`src/rtl/core_pkg.sv`:
```
`default_nettype none
// ============================================================================
//  Module      : core_pkg
//  Description : Shared types and constants for the load/store unit.
//                - lsu_state_e : LSU control states
//                - TAG_*       : writeback tag values seen by the reservation
//                                stations
//                - CMD_* / WIDTH_* : request field encodings
//  Revision    : 1.0  initial release
// ============================================================================
package core_pkg;

    typedef enum logic [2:0] {
        IDLE     = 3'd0,
        LO       = 3'd1,
        HI       = 3'd2,
        WB       = 3'd3,
        RMW_WAIT = 3'd4,
        RMW_LO   = 3'd5,
        RMW_HI   = 3'd6
    } lsu_state_e;

    localparam logic [1:0] TAG_RSA = 2'b00;
    localparam logic [1:0] TAG_RSB = 2'b01;
    localparam logic [1:0] TAG_RMW = 2'b10;

    localparam logic CMD_LOAD  = 1'b0;
    localparam logic CMD_STORE = 1'b1;

    localparam logic WIDTH_8   = 1'b0;
    localparam logic WIDTH_16  = 1'b1;

    // Station index (0=rsa, 1=rsb) to writeback tag.
    function automatic logic [1:0] station_tag(input logic station);
        return station ? TAG_RSB : TAG_RSA;
    endfunction

endpackage : core_pkg
`default_nettype wire

```
`src/rtl/lsu_bus_seq.sv`:
```
`default_nettype none
// ============================================================================
//  Module      : lsu_bus_seq
//  Description : Byte-cycle sequencer for the 8-bit external bus. Drives the
//                read/write strobe, address and write data from registers and
//                holds them stable until mem_ready_i completes the cycle.
//  Ports       : launch_i      start a byte cycle at launch_adr_i
//                launch_wr_i   1=write cycle, 0=read cycle
//                launch_adr_i  byte address of the new cycle
//                launch_dout_i write data of the new cycle
//                step_i        with done_o: continue with a second byte at
//                              address+1 (wraps), same direction
//                step_dout_i   write data for the stepped byte
//                mem_ready_i   bus cycle completes this clock
//                mem_*_o       bus strobes, address and write data
//                done_o        active cycle completes this clock
//  Revision    : 1.0  initial release
// ============================================================================
module lsu_bus_seq #(
    parameter int ADDR_W = 16
) (
    input  logic              clk,
    input  logic              rst,
    input  logic              launch_i,
    input  logic              launch_wr_i,
    input  logic [ADDR_W-1:0] launch_adr_i,
    input  logic [7:0]        launch_dout_i,
    input  logic              step_i,
    input  logic [7:0]        step_dout_i,
    input  logic              mem_ready_i,
    output logic              mem_rd_o,
    output logic              mem_wr_o,
    output logic [ADDR_W-1:0] mem_adr_o,
    output logic [7:0]        mem_dout_o,
    output logic              done_o
);

    logic              rd_q;
    logic              wr_q;
    logic [ADDR_W-1:0] adr_q;
    logic [7:0]        dout_q;

    assign done_o     = (rd_q | wr_q) & mem_ready_i;
    assign mem_rd_o   = rd_q;
    assign mem_wr_o   = wr_q;
    assign mem_adr_o  = adr_q;
    assign mem_dout_o = dout_q;

    always_ff @(posedge clk) begin
        if (rst) begin
            rd_q   <= 1'b0;
            wr_q   <= 1'b0;
            adr_q  <= '0;
            dout_q <= 8'h00;
        end else if (launch_i) begin
            rd_q   <= ~launch_wr_i;
            wr_q   <= launch_wr_i;
            adr_q  <= launch_adr_i;
            dout_q <= launch_dout_i;
        end else if (done_o) begin
            if (step_i) begin
                // Strobe stays asserted; address wraps naturally at ADDR_W bits.
                adr_q  <= adr_q + ADDR_W'(1);
                dout_q <= step_dout_i;
            end else begin
                rd_q <= 1'b0;
                wr_q <= 1'b0;
            end
        end
    end

endmodule : lsu_bus_seq
`default_nettype wire

```
`src/rtl/load_store_unit.sv`:
```
`default_nettype none
// ============================================================================
//  Module      : load_store_unit
//  Description : Memory stage. Accepts one load/store/RMW request while idle,
//                runs it as one or two byte cycles (little-endian) on the
//                8-bit bus and returns load data through a tagged one-cycle
//                writeback. lsu_wait stalls the scheduler while busy.
//  Ports       : rq_*/agu_adr/st_data  request (sampled only when idle)
//                rmw_data/rmw_valid    modified value for RMW write-back
//                lsu_wait              busy indication
//                data_out/tag/wb       writeback to reservation stations
//                mem_*                 8-bit external bus
//  Revision    : 1.0  initial release
// ============================================================================
module load_store_unit
    import core_pkg::*;
#(
    parameter int         ADDR_W  = 16,
    parameter logic [1:0] RMW_TAG = TAG_RMW
) (
    input  logic              clk,
    input  logic              a_rst,
    input  logic              rq_start,
    input  logic              rq_cmd,
    input  logic              rq_width,
    input  logic              rq_tag,
    input  logic              rmw_offload,
    input  logic [ADDR_W-1:0] agu_adr,
    input  logic [15:0]       st_data,
    input  logic [15:0]       rmw_data,
    input  logic              rmw_valid,
    output logic              lsu_wait,
    output logic [15:0]       data_out,
    output logic [1:0]        data_tag,
    output logic              data_wb,
    output logic [ADDR_W-1:0] mem_adr,
    output logic [7:0]        mem_dout,
    input  logic [7:0]        mem_din,
    output logic              mem_rd,
    output logic              mem_wr,
    input  logic              mem_ready
);

    lsu_state_e        state_q, state_d;

    // Request latch
    logic              cmd_q;
    logic              width_q;
    logic              tag_q;
    logic              rmw_q;
    logic [ADDR_W-1:0] adr_q;
    logic [7:0]        st_hi_q;
    logic [7:0]        rmw_hi_q;
    logic [7:0]        lo_q;

    logic              lsu_wait_q;
    logic              data_wb_q;
    logic [15:0]       data_out_q;
    logic [1:0]        data_tag_q;

    // Sequencer controls
    logic              w_launch;
    logic              w_launch_wr;
    logic [ADDR_W-1:0] w_launch_adr;
    logic [7:0]        w_launch_dout;
    logic              w_step;
    logic [7:0]        w_step_dout;
    logic              w_bus_done;

    lsu_bus_seq #(
        .ADDR_W (ADDR_W)
    ) u_bus_seq (
        .clk           (clk),
        .rst           (a_rst),
        .launch_i      (w_launch),
        .launch_wr_i   (w_launch_wr),
        .launch_adr_i  (w_launch_adr),
        .launch_dout_i (w_launch_dout),
        .step_i        (w_step),
        .step_dout_i   (w_step_dout),
        .mem_ready_i   (mem_ready),
        .mem_rd_o      (mem_rd),
        .mem_wr_o      (mem_wr),
        .mem_adr_o     (mem_adr),
        .mem_dout_o    (mem_dout),
        .done_o        (w_bus_done)
    );

    always_comb begin
        state_d       = state_q;
        w_launch      = 1'b0;
        w_launch_wr   = CMD_LOAD;
        w_launch_adr  = adr_q;
        w_launch_dout = 8'h00;
        w_step        = 1'b0;
        w_step_dout   = st_hi_q;

        case (state_q)
            IDLE: begin
                if (rq_start) begin
                    // First byte goes out straight from the request inputs so
                    // the bus cycle starts on the acceptance edge.
                    w_launch      = 1'b1;
                    w_launch_wr   = rq_cmd;
                    w_launch_adr  = agu_adr;
                    w_launch_dout = st_data[7:0];
                    state_d       = LO;
                end
            end
            LO: begin
                if (w_bus_done) begin
                    if (width_q == WIDTH_16) begin
                        w_step  = 1'b1;
                        state_d = HI;
                    end else begin
                        state_d = (cmd_q == CMD_STORE) ? IDLE : WB;
                    end
                end
            end
            HI: begin
                if (w_bus_done) begin
                    state_d = (cmd_q == CMD_STORE) ? IDLE : WB;
                end
            end
            WB: begin
                state_d = rmw_q ? RMW_WAIT : IDLE;
            end
            RMW_WAIT: begin
                if (rmw_valid) begin
                    w_launch      = 1'b1;
                    w_launch_wr   = CMD_STORE;
                    w_launch_adr  = adr_q;
                    w_launch_dout = rmw_data[7:0];
                    state_d       = RMW_LO;
                end
            end
            RMW_LO: begin
                if (w_bus_done) begin
                    if (width_q == WIDTH_16) begin
                        w_step      = 1'b1;
                        w_step_dout = rmw_hi_q;
                        state_d     = RMW_HI;
                    end else begin
                        state_d = IDLE;
                    end
                end
            end
            RMW_HI: begin
                if (w_bus_done) begin
                    state_d = IDLE;
                end
            end
            default: state_d = IDLE;
        endcase
    end

    always_ff @(posedge clk) begin
        if (a_rst) begin
            state_q    <= IDLE;
            cmd_q      <= 1'b0;
            width_q    <= 1'b0;
            tag_q      <= 1'b0;
            rmw_q      <= 1'b0;
            adr_q      <= '0;
            st_hi_q    <= 8'h00;
            rmw_hi_q   <= 8'h00;
            lo_q       <= 8'h00;
            lsu_wait_q <= 1'b0;
            data_wb_q  <= 1'b0;
            data_out_q <= 16'h0000;
            data_tag_q <= 2'b00;
        end else begin
            state_q    <= state_d;
            lsu_wait_q <= (state_d != IDLE);
            // WB is only entered from LO/HI and always left after one cycle.
            data_wb_q  <= (state_d == WB);

            if (state_q == IDLE && rq_start) begin
                cmd_q   <= rq_cmd;
                width_q <= rq_width;
                tag_q   <= rq_tag;
                // A store flagged as RMW behaves as a plain store.
                rmw_q   <= rmw_offload & (rq_cmd == CMD_LOAD);
                adr_q   <= agu_adr;
                st_hi_q <= st_data[15:8];
            end

            if (state_q == LO && w_bus_done) begin
                lo_q <= mem_din;
            end

            if (state_d == WB) begin
                data_out_q <= (state_q == HI) ? {mem_din, lo_q} : {8'h00, mem_din};
                data_tag_q <= rmw_q ? RMW_TAG : station_tag(tag_q);
            end

            if (state_q == RMW_WAIT && rmw_valid) begin
                rmw_hi_q <= rmw_data[15:8];
            end
        end
    end

    assign lsu_wait = lsu_wait_q;
    assign data_wb  = data_wb_q;
    assign data_out = data_out_q;
    assign data_tag = data_tag_q;

endmodule : load_store_unit
`default_nettype wire

```
`config.mk`:
```
export PLATFORM = sky130hd
export DESIGN_NAME = load_store_unit
export DESIGN_NICKNAME = d
export VERILOG_FILES = /design/src/rtl/core_pkg.sv /design/src/rtl/lsu_bus_seq.sv /design/src/rtl/load_store_unit.sv
export SDC_FILE = /design/constraint.sdc
export NUM_CORES = 1
export LEC_CHECK = 0
export BUFFER_PORTS_ARGS = -buffer_cell sky130_fd_sc_hd__buf_4
export CAP_MARGIN = 20
export CELL_PAD_IN_SITES_DETAIL_PLACEMENT = 1
export CELL_PAD_IN_SITES_GLOBAL_PLACEMENT = 1
export CORE_ASPECT_RATIO = 1.4
export CORE_UTILIZATION = 38
export CTS_BUF_LIST = sky130_fd_sc_hd__clkbuf_16
export DETAILED_ROUTE_END_ITERATION = 10
export GPL_TIMING_DRIVEN = 1
export PLACE_DENSITY_LB_ADDON = 0.15
export SLEW_MARGIN = 10
export SYNTH_ARGS = -nofsm -noshare
export SYNTH_HDL_FRONTEND = slang
export SYNTH_HIERARCHICAL = 1
export SYNTH_SLANG_ARGS = --single-unit
```
`constraint.sdc`:
```
create_clock -name clk -period 2.6 [get_ports clk]
set_input_delay 0.52 -clock clk [delete_from_list [all_inputs] [get_ports clk]]
set_output_delay 0.52 -clock clk [all_outputs]
set_load 0.005 [all_outputs]
```
==> metrics.md, run 1 <==
| Metric | Value |
|---|---|
| Outcome | `completed` |
| Nets@finish | `711` |
| TritonCTS clock tree | `done` |
| Worst Setup End Kind | `flip-flop` |
| Detail Placement HPWL | `9560 µm` |
| Power after layout | `~0.0035 W` |
| DR iter-0 viols | `roughly 170` |
| IO Count | `111` |
| Gr usage total | `a little under a quarter` |
| CP peak stage delay | `between 0.5 and 0.6 ns` |
| Root Driver | `clkbuf_16` |
| Initial antenna violation count | `0` |
| Worst r2r path cells | `6` |
| Post-CTS Setup Bufs | `0` |
| Drt drc | `0` |
| Cell Chain, Critical Path | `o21a_1, and4b_1, o2111ai_2, or4_4, or3_1, a311oi_1` |
| Wire per inst | `16.6 µm` |
| Pre-CTS setup slack | `0.0721 ns` |
| WL final | `13,100 µm` |
| First-pass GRT wire length | `~21,000 µm` |
| Final Critical Period | `2.39 ns` |
| Worst setup margin | `0.207 ns` |
| Crit-path max FO | `6` |
| Post-synthesis sequential area ratio | `a little over two fifths` |
| Cts repair resizes | `0` |
| Hold Crit Depth | `3` |
| Fin. Hold Viols | `0` |
| Required time worst endpoint | `between 2 and 3 ns` |
| Pin count of the biggest net entering global routing | `74` |
| Die height | `129 µm` |
| Synth Flop Type | `dfxtp_1` |
| Max-cap violations | `0` |
| Most frequent cells in the layout | `137 x nand2_1, 128 x buf_4, 93 x dfxtp_1` |
| Die area | `0.0119 mm²` |
| Total CTS buffers | `9` |
| Syn Inst Count | `542` |
| Worst Skew | `0.00512 ns` |
| Grt total ovfl | `0` |
| CTS Hold Bufs | `0` |
| Power Dens Cells | `roughly 620 mW/mm²` |
| CORE AREA | `0.0113 mm²` |
| GP Congestion | `0.794` |
| Layout cells sized above 1 | `a little over a quarter` |
| Worst min path class | `input pin to flip-flop` |
| Post-layout util | `50.0%` |
| Commonest non-fill, non-tap cell in the layout | `nand2_1` |
| Routed Antenna Nets | `0` |
| Worst-margin pin slew | `0.725 ns` |
| WP data arrival | `around 2.6 ns` |
| # rows | `46` |
| Number of synthesized register bits | `93` |
| Count of cell types in the netlist | `47` |
| CTS sink count | `between 90 and 100` |
| EDFF count, synth | `0` |
| Slew HR | `51.7%` |
| Setup violation total in the final timing report | `0` |
| Asr flop ratio synth | `0%` |
| Period utilization | `92.0%` |
| Max frequency | `between 400 and 500 MHz` |
| Maximum vdd ir drop | `0.472 mV` |
| Post-Syn Nets | `608` |
| H-tree Lvls | `3` |
| Drt pass-1 iters | `4` |
| Max clock buf depth | `2` |
| Vias in the first global route | `4,255` |
| Via count of the routed design | `4,187` |
| Syn_area_per_cell | `between 8 and 9 µm²` |
| Post-Syn Area | `between 0.004 and 0.005 mm²` |
| Slew Limit Fails | `0` |
| Startpoint types | `flip-flop` |
| Initial core utilization | `roughly two fifths` |
| Avg Vias per Cell | `5.29` |
| Die W | `between 90 and 100 µm` |
| Static Leak | `2.36 nW` |
| IO buf count | `110` |
| Ys Warns | `6` |
| RSZ-0062 raised after global routing | `false` |
| Clock transition at path regs | `roughly 0.06 ns` |
| Slowest CP cell | `or4_4` |
| Clock Latency Late Sink | `0.34 ns` |
| Post-route setup TNS | `0 ns` |
| Fin cells | `791` |
| # placed instances | `778` |
| Number of diodes | `0` |
| Crit path kind | `flip-flop to flip-flop` |
| Area grow syn2layout | `29.1%` |
==> registers in the layout, summed over array words and instances (netlist names) <==
register	cells
cmd_q	1
u_bus_seq/mem_adr_o	16
adr_q	16
state_q	3
u_bus_seq/mem_wr_o	1
data_wb	1
width_q	1
data_out	16
lo_q	8
u_bus_seq/mem_rd_o	1
lsu_wait	1
rmw_hi_q	8
tag_q	1
rmw_q	1
st_hi_q	8
u_bus_seq/mem_dout_o	8
data_tag	2
==> synth_stat cells (all sizes together) (3+ instances only) <==
cell,instances,share of area [%]
a211oi,7,1.2
a21o,3,0.52
a21oi,68,7.8
a311oi,6,1.2
buf,11,1.3
clkbuf,25,2.1
dfxtp,93,43
inv,5,0.43
mux2,25,6.4
mux2i,18,4.1
nand2,137,12
nand2b,13,1.9
nand3,22,2.5
nand3b,3,0.52
nand4,4,0.57
nor2,30,2.6
nor2b,11,1.6
nor3,5,0.57
nor4,3,0.43
o21ai,16,1.8
or3,6,0.86
xnor2,7,1.4
==> final cells by class <==
cell class | instances | area, µm²
clock buffer | 9 | 225
clock inverter | 4 | 42.5
fill | 1411 | 5640
inverter | 5 | 18.8
multi-input combinational | 408 | 2350
sequential | 93 | 1860
tap | 144 | 180
timing repair buffer | 128 | 961
==> worst paths after layout <==
check | to | start | slack, ns
min | rmw_hi_q[2] | rmw_data[10] | 0.43
max | u_bus_seq/mem_adr_o[14] | u_bus_seq/mem_wr_o | 0.21
max reg2reg | u_bus_seq/mem_adr_o[14] | u_bus_seq/mem_wr_o | 0.21
min reg2reg | tag_q | tag_q | 0.45
==> kinds of logic (layout without fill, tap and decap cells) <==
family          count (synthesis)  after routing  share of synthesized area, %
simple gates                  245            245                          25.7
compound gates                111            111                          15.4
flops                          93             93                          42.6
mux                            43             43                          10.6
buf+inv                        41            146                          3.86
xor+xnor                        8              8                          1.60
fa+ha+maj                       1              1                         0.286
==> critical path, delay by kind of cell, from the launching register on <==
kind             cells  cell delay (ns)
AND/OR/NAND/NOR      3             1.23
flip-flops           1             0.45
AO/OA/AOI/OAI        3             0.61
==> per-stage QoR <==
| stage | hold slack [ns] | area (µm²) |
|---|---|---|
| floorplan | 0.432 | 4370 |
| finish | 0.426 | 5640 |
| detailed placement | 0.442 | 5380 |
| global route | 0.447 | 5640 |
| CTS | 0.421 | 5640 |
| global placement | 0.439 | 5380 |
==> power by group <==
group / leakage (nW) / internal (W) / total [W] / switching, W
clock: 0.132 / 0.000720 / 0.00124 / 0.000516
sequential: 0.758 / 0.00152 / 0.00160 / 0.0000787
combinational: 1.47 / 0.000313 / 0.000669 / 0.000356
total: 2.36 / 0.00256 / 0.00351 / 0.000950
==> layer usage <==
layer	global-route usage (%)	routed length [µm]	vias to the layer above
met1	25.3	5220	2019
met4	10.5	353	0
met2	41.4	7010	84
met5	0	0	-
li1	-	-	2059
met3	4.08	509	25
Note: power is estimated with default switching activity, not from simulation.
==> run 2: changes to the inputs <==
--- a/config.mk
+++ b/config.mk
@@ -5,6 +5,7 @@
 export SDC_FILE = /design/constraint.sdc
 export NUM_CORES = 1
 export LEC_CHECK = 0
+export ABC_AREA = 1
 export BUFFER_PORTS_ARGS = -buffer_cell sky130_fd_sc_hd__buf_4
 export CAP_MARGIN = 20
 export CELL_PAD_IN_SITES_DETAIL_PLACEMENT = 1
==> metrics.md, run 2 <==
| Metric | Value |
|---|---|
| CP peak stage delay | `0.60 ns (was 0.53 ns)` |
| Die height | `132 µm (was 129 µm)` |
| Wire per inst | `15.0 µm (was 16.6 µm)` |
| H-tree Lvls | `3 (unchanged)` |
| Worst-margin pin slew | `0.694 ns (was 0.725 ns)` |
| Drt drc | `0 (unchanged)` |
| Slew Limit Fails | `0 (unchanged)` |
| Post-layout util | `49.1% (was 50.0%)` |
| Crit path kind | `flip-flop to flip-flop (unchanged)` |
| Layout cells sized above 1 | `23.0% (was 26.9%)` |
| Slowest CP cell | `dfxtp_1 (was or4_4)` |
| Die area | `0.0126 mm² (was 0.0119 mm²)` |
| First-pass GRT wire length | `22,400 µm (was 20,900 µm)` |
| Max clock buf depth | `2 (unchanged)` |
| Synth Flop Type | `dfxtp_1 (unchanged)` |
| Syn_area_per_cell | `6.87 µm² (was 8.06 µm²)` |
| Worst min path class | `input pin to flip-flop (unchanged)` |
| Syn Inst Count | `672 (was 542)` |
| Required time worst endpoint | `2.81 ns (was 2.85 ns)` |
| EDFF count, synth | `0 (unchanged)` |
| Startpoint types | `flip-flop (unchanged)` |
| Largest cells by area after synthesis | `dfxtp_1 40%, nand2_1 11%, o21ai_0 8.0% (was dfxtp_1 43%, nand2_1 12%, a21oi_1 7.8%)` |
| Area grow syn2layout | `25.6% (was 29.1%)` |
| Final Critical Period | `2.22 ns (was 2.39 ns)` |
| Number of synthesized register bits | `93 (unchanged)` |
| Crit-path max FO | `25 (was 6)` |
| Most frequent cells in the layout | `136 x nand2_1, 122 x buf_4, 98 x nor2_1 (was 137 x nand2_1, 128 x buf_4, 93 x dfxtp_1)` |
| TritonCTS clock tree | `done (unchanged)` |
| Clock Latency Late Sink | `0.34 ns (about the same)` |
| Via count of the routed design | `4,691 (was 4,187)` |
| CTS sink count | `93 (unchanged)` |
| Die W | `95.2 µm (was 92.6 µm)` |
| Post-CTS Setup Bufs | `0 (unchanged)` |
| Final hold slack | `0.433 ns (was 0.426 ns)` |
| Post-synthesis sequential area ratio | `40.3% (was 42.6%)` |
| Post-Syn Area | `0.00462 mm² (was 0.00437 mm²)` |
| Commonest non-fill, non-tap cell in the layout | `nand2_1 (unchanged)` |
| IO buf count | `110 (unchanged)` |
| Cell Chain, Critical Path | `nor2_1, nand2_2, buf_4, inv_2, or2_2, o21ai_0, inv_1, nor2_1, nor2_1, o21ai_0, a21oi_1 (was o21a_1, and4b_1, o2111ai_2, or4_4, or3_1, a311oi_1)` |
| Initial antenna violation count | `0 (unchanged)` |
| Clock transition at path regs | `0.07 ns (was 0.06 ns)` |
| Nets@finish | `836 (was 711)` |
| Drt pass-1 iters | `5 (was 4)` |
| Asr flop ratio synth | `0% (unchanged)` |
| Power Dens Cells | `620 mW/mm² (was 621 mW/mm²)` |
| Slew HR | `53.7% (was 51.7%)` |
| Gr usage total | `22.4% (was 22.7%)` |
| Count of cell types in the netlist | `34 (was 47)` |
| FF-to-FF Start | `state_q[2] (was u_bus_seq/mem_wr_o)` |
| Worst Skew | `0.00823 ns (was 0.00512 ns)` |
| Ys Warns | `6 (unchanged)` |
| Cell with the most instances after synthesis | `nand2_1 (unchanged)` |
| Post-route setup TNS | `0 ns (unchanged)` |
| Routed Antenna Nets | `0 (unchanged)` |
| Leading area contributor after synthesis | `dfxtp_1 (unchanged)` |
| Pin count of the biggest net entering global routing | `36 (was 74)` |
| Avg Vias per Cell | `5.09 (was 5.29)` |
| WP data arrival | `2.43 ns (was 2.64 ns)` |
| Number of diodes | `0 (unchanged)` |
| Max-cap violations | `0 (unchanged)` |
| CORE AREA | `0.0118 mm² (was 0.0113 mm²)` |
| WL final | `13,800 µm (was 13,100 µm)` |
| Period utilization | `85.3% (was 92.0%)` |
| Detail Placement HPWL | `10,400 µm (was 9560 µm)` |
| # rows | `47 (was 46)` |
| Max frequency | `451 MHz (was 418 MHz)` |
| Setup violation total in the final timing report | `0 (unchanged)` |
| Maximum vdd ir drop | `0.316 mV (was 0.472 mV)` |
| RSZ-0062 raised after global routing | `false (unchanged)` |
| Cts repair resizes | `0 (unchanged)` |
| GP Congestion | `0.857 (was 0.794)` |
| IO Count | `111 (unchanged)` |
| Fin. Hold Viols | `0 (unchanged)` |
| Initial core utilization | `39.1% (was 38.7%)` |
| Root Driver | `clkbuf_16 (unchanged)` |
| DR iter-0 viols | `154 (was 174)` |
| Worst setup startpoint | `state_q[2] (was u_bus_seq/mem_wr_o)` |
| CP most frequent cell | `nor2_1` |
| Static Leak | `2.67 nW (was 2.36 nW)` |
| Share of the synthesized area in the top cell type | `40.3% (was 42.6%)` |
| Top cells by count, synth | `136 x nand2_1, 98 x nor2_1, 93 x dfxtp_1, 74 x o21ai_0, 73 x inv_1 (was 137 x nand2_1, 93 x dfxtp_1, 68 x a21oi_1, 30 x nor2_1, 25 x clkbuf_1)` |
| CTS Hold Bufs | `0 (unchanged)` |
| Worst Setup End Kind | `flip-flop (unchanged)` |
| Vias in the first global route | `4,649 (was 4,255)` |
| Total CTS buffers | `9 (unchanged)` |
| Worst hold start | `st_data[9] (was rmw_data[10])` |
| Grt total ovfl | `0 (unchanged)` |
| Post-Syn Nets | `738 (was 608)` |
| Outcome | `completed (unchanged)` |
run 2: changes by cell type after synthesis, moves of 8 or more:
cell      delta
nor2b_1     -11
mux2_2      -24
inv_1       +68
nor2_1      +68
or2_2       +16
a31oi_1     +11
nand3_1     +26
a32o_1       +8
nand2b_1    -13
mux2i_1     -18
clkbuf_1    -13
a21oi_1     -30
o21ai_0     +58
run 2: layer usage:
layer / GRT usage [%] / up-vias / wire, µm
met4: 6.82 / 0 / 223
met1: 27.8 / 2221 / 6160
met2: 39.2 / 89 / 6990
met3: 3.28 / 19 / 466
met5: 0 / - / 0
li1: - / 2362 / -
run 2: critical path: cells and delay by family (launching register included):
| kind | cells | cell delay (ns) |
|---|---|---|
| compound gates | 3 | 0.28 |
| simple gates | 5 | 0.76 |
| buf+inv | 3 | 0.46 |
| flops | 1 | 0.60 |
run 2: power breakdown:
group          switching [W]  total, W  internal, W
clock               0.000582   0.00133     0.000749
combinational       0.000377  0.000667     0.000291
sequential         0.0000722   0.00160      0.00153
total                0.00103   0.00360      0.00257
run 2: cell type report:
class,instances,area [µm²]
Fill cell,1533,6020
Multi-Input combinational cell,468,2250
Sequential cell,93,1860
Timing Repair Buffer,122,916
Inverter,76,288
Clock buffer,9,225
Tap cell,147,184
Clock inverter,7,73.8
run 2: through the flow:
| step | power (W) | area, µm² | setup slack (ns) | instances |
|---|---|---|---|---|
| floorplan | 0.00204 | 4620 | 0.636 | 672 |
| global placement | 0.00227 | 5500 | 0.404 | 906 |
| detailed placement | 0.00230 | 5500 | 0.394 | 906 |
| CTS | 0.00363 | 5800 | 0.350 | 922 |
| global route | 0.00378 | 5800 | 0.193 | 922 |
| finish | 0.00360 | 5800 | 0.381 | 922 |
run 2: cell families (layout without fill, tap and decap cells):
family	Yosys count	in the layout	share of synthesized area [%]
AND/OR/NAND/NOR	326	326	31.2
AO/OA/AOI/OAI	141	141	17.3
buffers and inverters	111	214	10.9
flip-flops	93	93	40.3
adder cells (fa/ha/maj)	1	1	0.271
run 2: path summary, 6_finish.rpt:
check | to | slack, ns | depth (start not counted)
max | u_bus_seq/mem_adr_o[9] | 0.38 | 11
min | st_hi_q[1] | 0.43 | 3
max reg2reg | u_bus_seq/mem_adr_o[9] | 0.38 | 11
min reg2reg | rmw_hi_q[5] | 0.45 | 2
==> run 3: changes to the inputs <==
--- a/config.mk
+++ b/config.mk
@@ -16,6 +16,7 @@
 export DETAILED_ROUTE_END_ITERATION = 10
 export GPL_TIMING_DRIVEN = 1
 export PLACE_DENSITY_LB_ADDON = 0.15
+export REMOVE_ABC_BUFFERS = 1
 export SLEW_MARGIN = 10
 export SYNTH_ARGS = -nofsm -noshare
 export SYNTH_HDL_FRONTEND = slang
==> metrics.md, run 3 (synthesis results as in run 2) <==
| Metric | Value |
|---|---|
| Max-cap violations | `0 (unchanged)` |
| Worst Setup End Kind | `flip-flop (unchanged)` |
| TritonCTS clock tree | `done (unchanged)` |
| Routed Antenna Nets | `0 (unchanged)` |
| Vias in the first global route | `4,971 (was 4,649)` |
| DR iter-0 viols | `215 (was 154)` |
| Drt drc | `0 (unchanged)` |
| Cell-internal power | `0.00245 W (was 0.00257 W)` |
| Pre-CTS setup slack | `0.178 ns (was 0.394 ns)` |
| RSZ-0062 raised after global routing | `false (unchanged)` |
| Clock network fraction of total power | `35.0% (was 37.0%)` |
| Layout cells sized above 1 | `22.3% (was 23.0%)` |
| CP peak stage delay | `0.44 ns (was 0.60 ns)` |
| Clock transition at path regs | `0.07 ns (about the same)` |
| Crit path max-delay family | `simple AND/OR/NAND/NOR gates (unchanged)` |
| # fillers | `1,545 (was 1,533)` |
| CTS Hold Bufs | `0 (unchanged)` |
| Worst Skew | `0.00700 ns (was 0.00823 ns)` |
| Period utilization | `84.8% (was 85.3%)` |
| Drt pass-1 iters | `4 (was 5)` |
| WL final | `14,400 µm (was 13,800 µm)` |
| Commonest non-fill, non-tap cell in the layout | `nand2_1 (unchanged)` |
| Nets@finish | `832 (was 836)` |
| Die height | `132 µm (unchanged)` |
| Sw frac | `29.6% (was 28.7%)` |
| Post-CTS Setup Bufs | `0 (unchanged)` |
| Pin count of the biggest net entering global routing | `36 (unchanged)` |
| Most frequent cells in the layout | `136 x nand2_1, 118 x buf_4, 98 x nor2_1 (was 136 x nand2_1, 122 x buf_4, 98 x nor2_1)` |
| Power after layout | `0.00349 W (was 0.00360 W)` |
| WP data arrival | `2.48 ns (was 2.43 ns)` |
| Worst-margin pin slew | `0.647 ns (was 0.694 ns)` |
| Die area | `0.0126 mm² (unchanged)` |
| Detail Placement HPWL | `10,500 µm (was 10,400 µm)` |
| Worst min path class | `input pin to flip-flop (unchanged)` |
| Area grow syn2layout | `24.2% (was 25.6%)` |
| Grt total ovfl | `0 (unchanged)` |
| Slowest CP cell | `nand2_1 (was dfxtp_1)` |
| Cts repair resizes | `0 (unchanged)` |
| Register-to-register setup slack | `0.40 ns (was 0.38 ns)` |
| Max clock buf depth | `2 (unchanged)` |
| Worst hold start | `rq_tag (was st_data[9])` |
| CTS sink count | `93 (unchanged)` |
| Hold Crit Depth | `3 (unchanged)` |
| Startpoint types | `flip-flop (unchanged)` |
| Hold endpoint | `tag_q (was st_hi_q[1])` |
| Required time worst endpoint | `2.88 ns (was 2.81 ns)` |
| Avg Vias per Cell | `5.17 (was 5.09)` |
| Total CTS buffers | `9 (unchanged)` |
| Gr usage total | `23.9% (was 22.4%)` |
| Number of diodes | `0 (unchanged)` |
| Fin. Hold Viols | `0 (unchanged)` |
| Die W | `95.2 µm (unchanged)` |
| Post-route setup TNS | `0 ns (unchanged)` |
| Crit-path max FO | `17 (was 25)` |
| Wire per inst | `15.6 µm (was 15.0 µm)` |
| Final Critical Period | `2.20 ns (was 2.22 ns)` |
| Outcome | `completed (unchanged)` |
| First-pass GRT wire length | `23,500 µm (was 22,400 µm)` |
| H-tree Lvls | `3 (unchanged)` |
| GP Congestion | `0.881 (was 0.857)` |
| Worst setup margin | `0.396 ns (was 0.381 ns)` |
| Reg-to-reg endpoint | `u_bus_seq/mem_dout_o[1] (was u_bus_seq/mem_adr_o[9])` |
| Crit path kind | `flip-flop to flip-flop (unchanged)` |
| CORE AREA | `0.0118 mm² (unchanged)` |
| Cell Chain, Critical Path | `o21a_4, nand2_1, nor2_1, nand2_1, o21ai_0, nand2_1, a31oi_1 (was nor2_1, nand2_2, buf_4, inv_2, or2_2, o21ai_0, inv_1, nor2_1, nor2_1, o21ai_0, a21oi_1)` |
| Initial core utilization | `39.1% (unchanged)` |
| Maximum vdd ir drop | `0.327 mV (was 0.316 mV)` |
| Slew HR | `56.7% (was 53.7%)` |
| Initial antenna violation count | `0 (unchanged)` |
| Worst r2r path cells | `7 (was 11)` |
| Comb power frac | `19.1% (was 18.6%)` |
| Static Leak | `2.63 nW (was 2.67 nW)` |
| FF-to-FF Start | `u_bus_seq/mem_wr_o (was state_q[2])` |
| Setup violation total in the final timing report | `0 (unchanged)` |
| Clock Latency Late Sink | `0.35 ns (was 0.34 ns)` |
| Seq pwr share | `45.9% (was 44.4%)` |
| IO buf count | `110 (unchanged)` |
| Slew Limit Fails | `0 (unchanged)` |
| Via count of the routed design | `4,742 (was 4,691)` |
| Max frequency | `454 MHz (was 451 MHz)` |
| # rows | `47 (unchanged)` |
| CP bufs+invs | `0 (was 3)` |
| Final hold slack | `0.425 ns (was 0.433 ns)` |
| Root Driver | `clkbuf_16 (unchanged)` |
| P_sw | `0.00103 W (about the same)` |
| CP most frequent cell | `nand2_1 (was nor2_1)` |
| Power Dens Cells | `607 mW/mm² (was 620 mW/mm²)` |
| Post-layout util | `48.6% (was 49.1%)` |
| IO Count | `111 (unchanged)` |
## run 3: cell count changes in the layout (fill, tap and decap cells not counted)
cell	previous run	this run
buf_4	122	118
bufinv_16	1	0
clkinv_1	0	2
inv_6	1	0
## run 3: worst reg2reg max path: stages, from the launching register on
cell	delay [ns]
dfxtp_1	0.39
o21a_4	0.23
nand2_1	0.09
nor2_1	0.39
nand2_1	0.44
o21ai_0	0.33
nand2_1	0.10
a31oi_1	0.16
## run 3: area by class of cell
class / instances / area [µm²] / share of cell area (%)
clock buffer: 9 / 225 / 3.92
multi-input combinational: 468 / 2250 / 39.2
sequential: 93 / 1860 / 32.4
tap: 147 / 184 / 3.20
timing repair buffer: 118 / 886 / 15.4
clock inverter: 7 / 42.5 / 0.741
inverter: 76 / 288 / 5.01
## run 3: metal layers
layer,share of wire [%],track usage (%),wire (µm),vias up
met5,0,0,0,-
li1,-,-,-,2356
met4,1.7,7.32,250,0
met2,55,44.9,7840,96
met3,4.4,4.89,625,18
met1,39,25.9,5650,2272
## run 3: through the flow
stage	instance area, µm²	std cells
final	5740	918
after global routing	5740	918
after CTS	5740	918
after detailed placement	5470	902
after global placement	5470	902
after floorplan	4400	637
## run 3: power by group through the flow
stage / sequential, W / clock [W] / combinational [W]
finish: 0.00160 / 0.00122 / 0.000666
global route: 0.00161 / 0.00129 / 0.000751
CTS: 0.00160 / 0.00125 / 0.000676
detailed placement: 0.00163 / 0 / 0.000671
global placement: 0.00163 / 0 / 0.000643
floorplan: 0.00161 / 0 / 0.000369
## run 3: worst max path at each step
stage,start,to,depth (start not counted)
after detailed placement,mem_ready,u_bus_seq/mem_dout_o[1],8
after floorplan,rq_start,u_bus_seq/mem_adr_o[9],10
after global routing,state_q[1],data_out[12],9
after CTS,state_q[1],data_out[13],9
final,u_bus_seq/mem_wr_o,u_bus_seq/mem_dout_o[1],7
after global placement,mem_ready,u_bus_seq/mem_dout_o[0],8
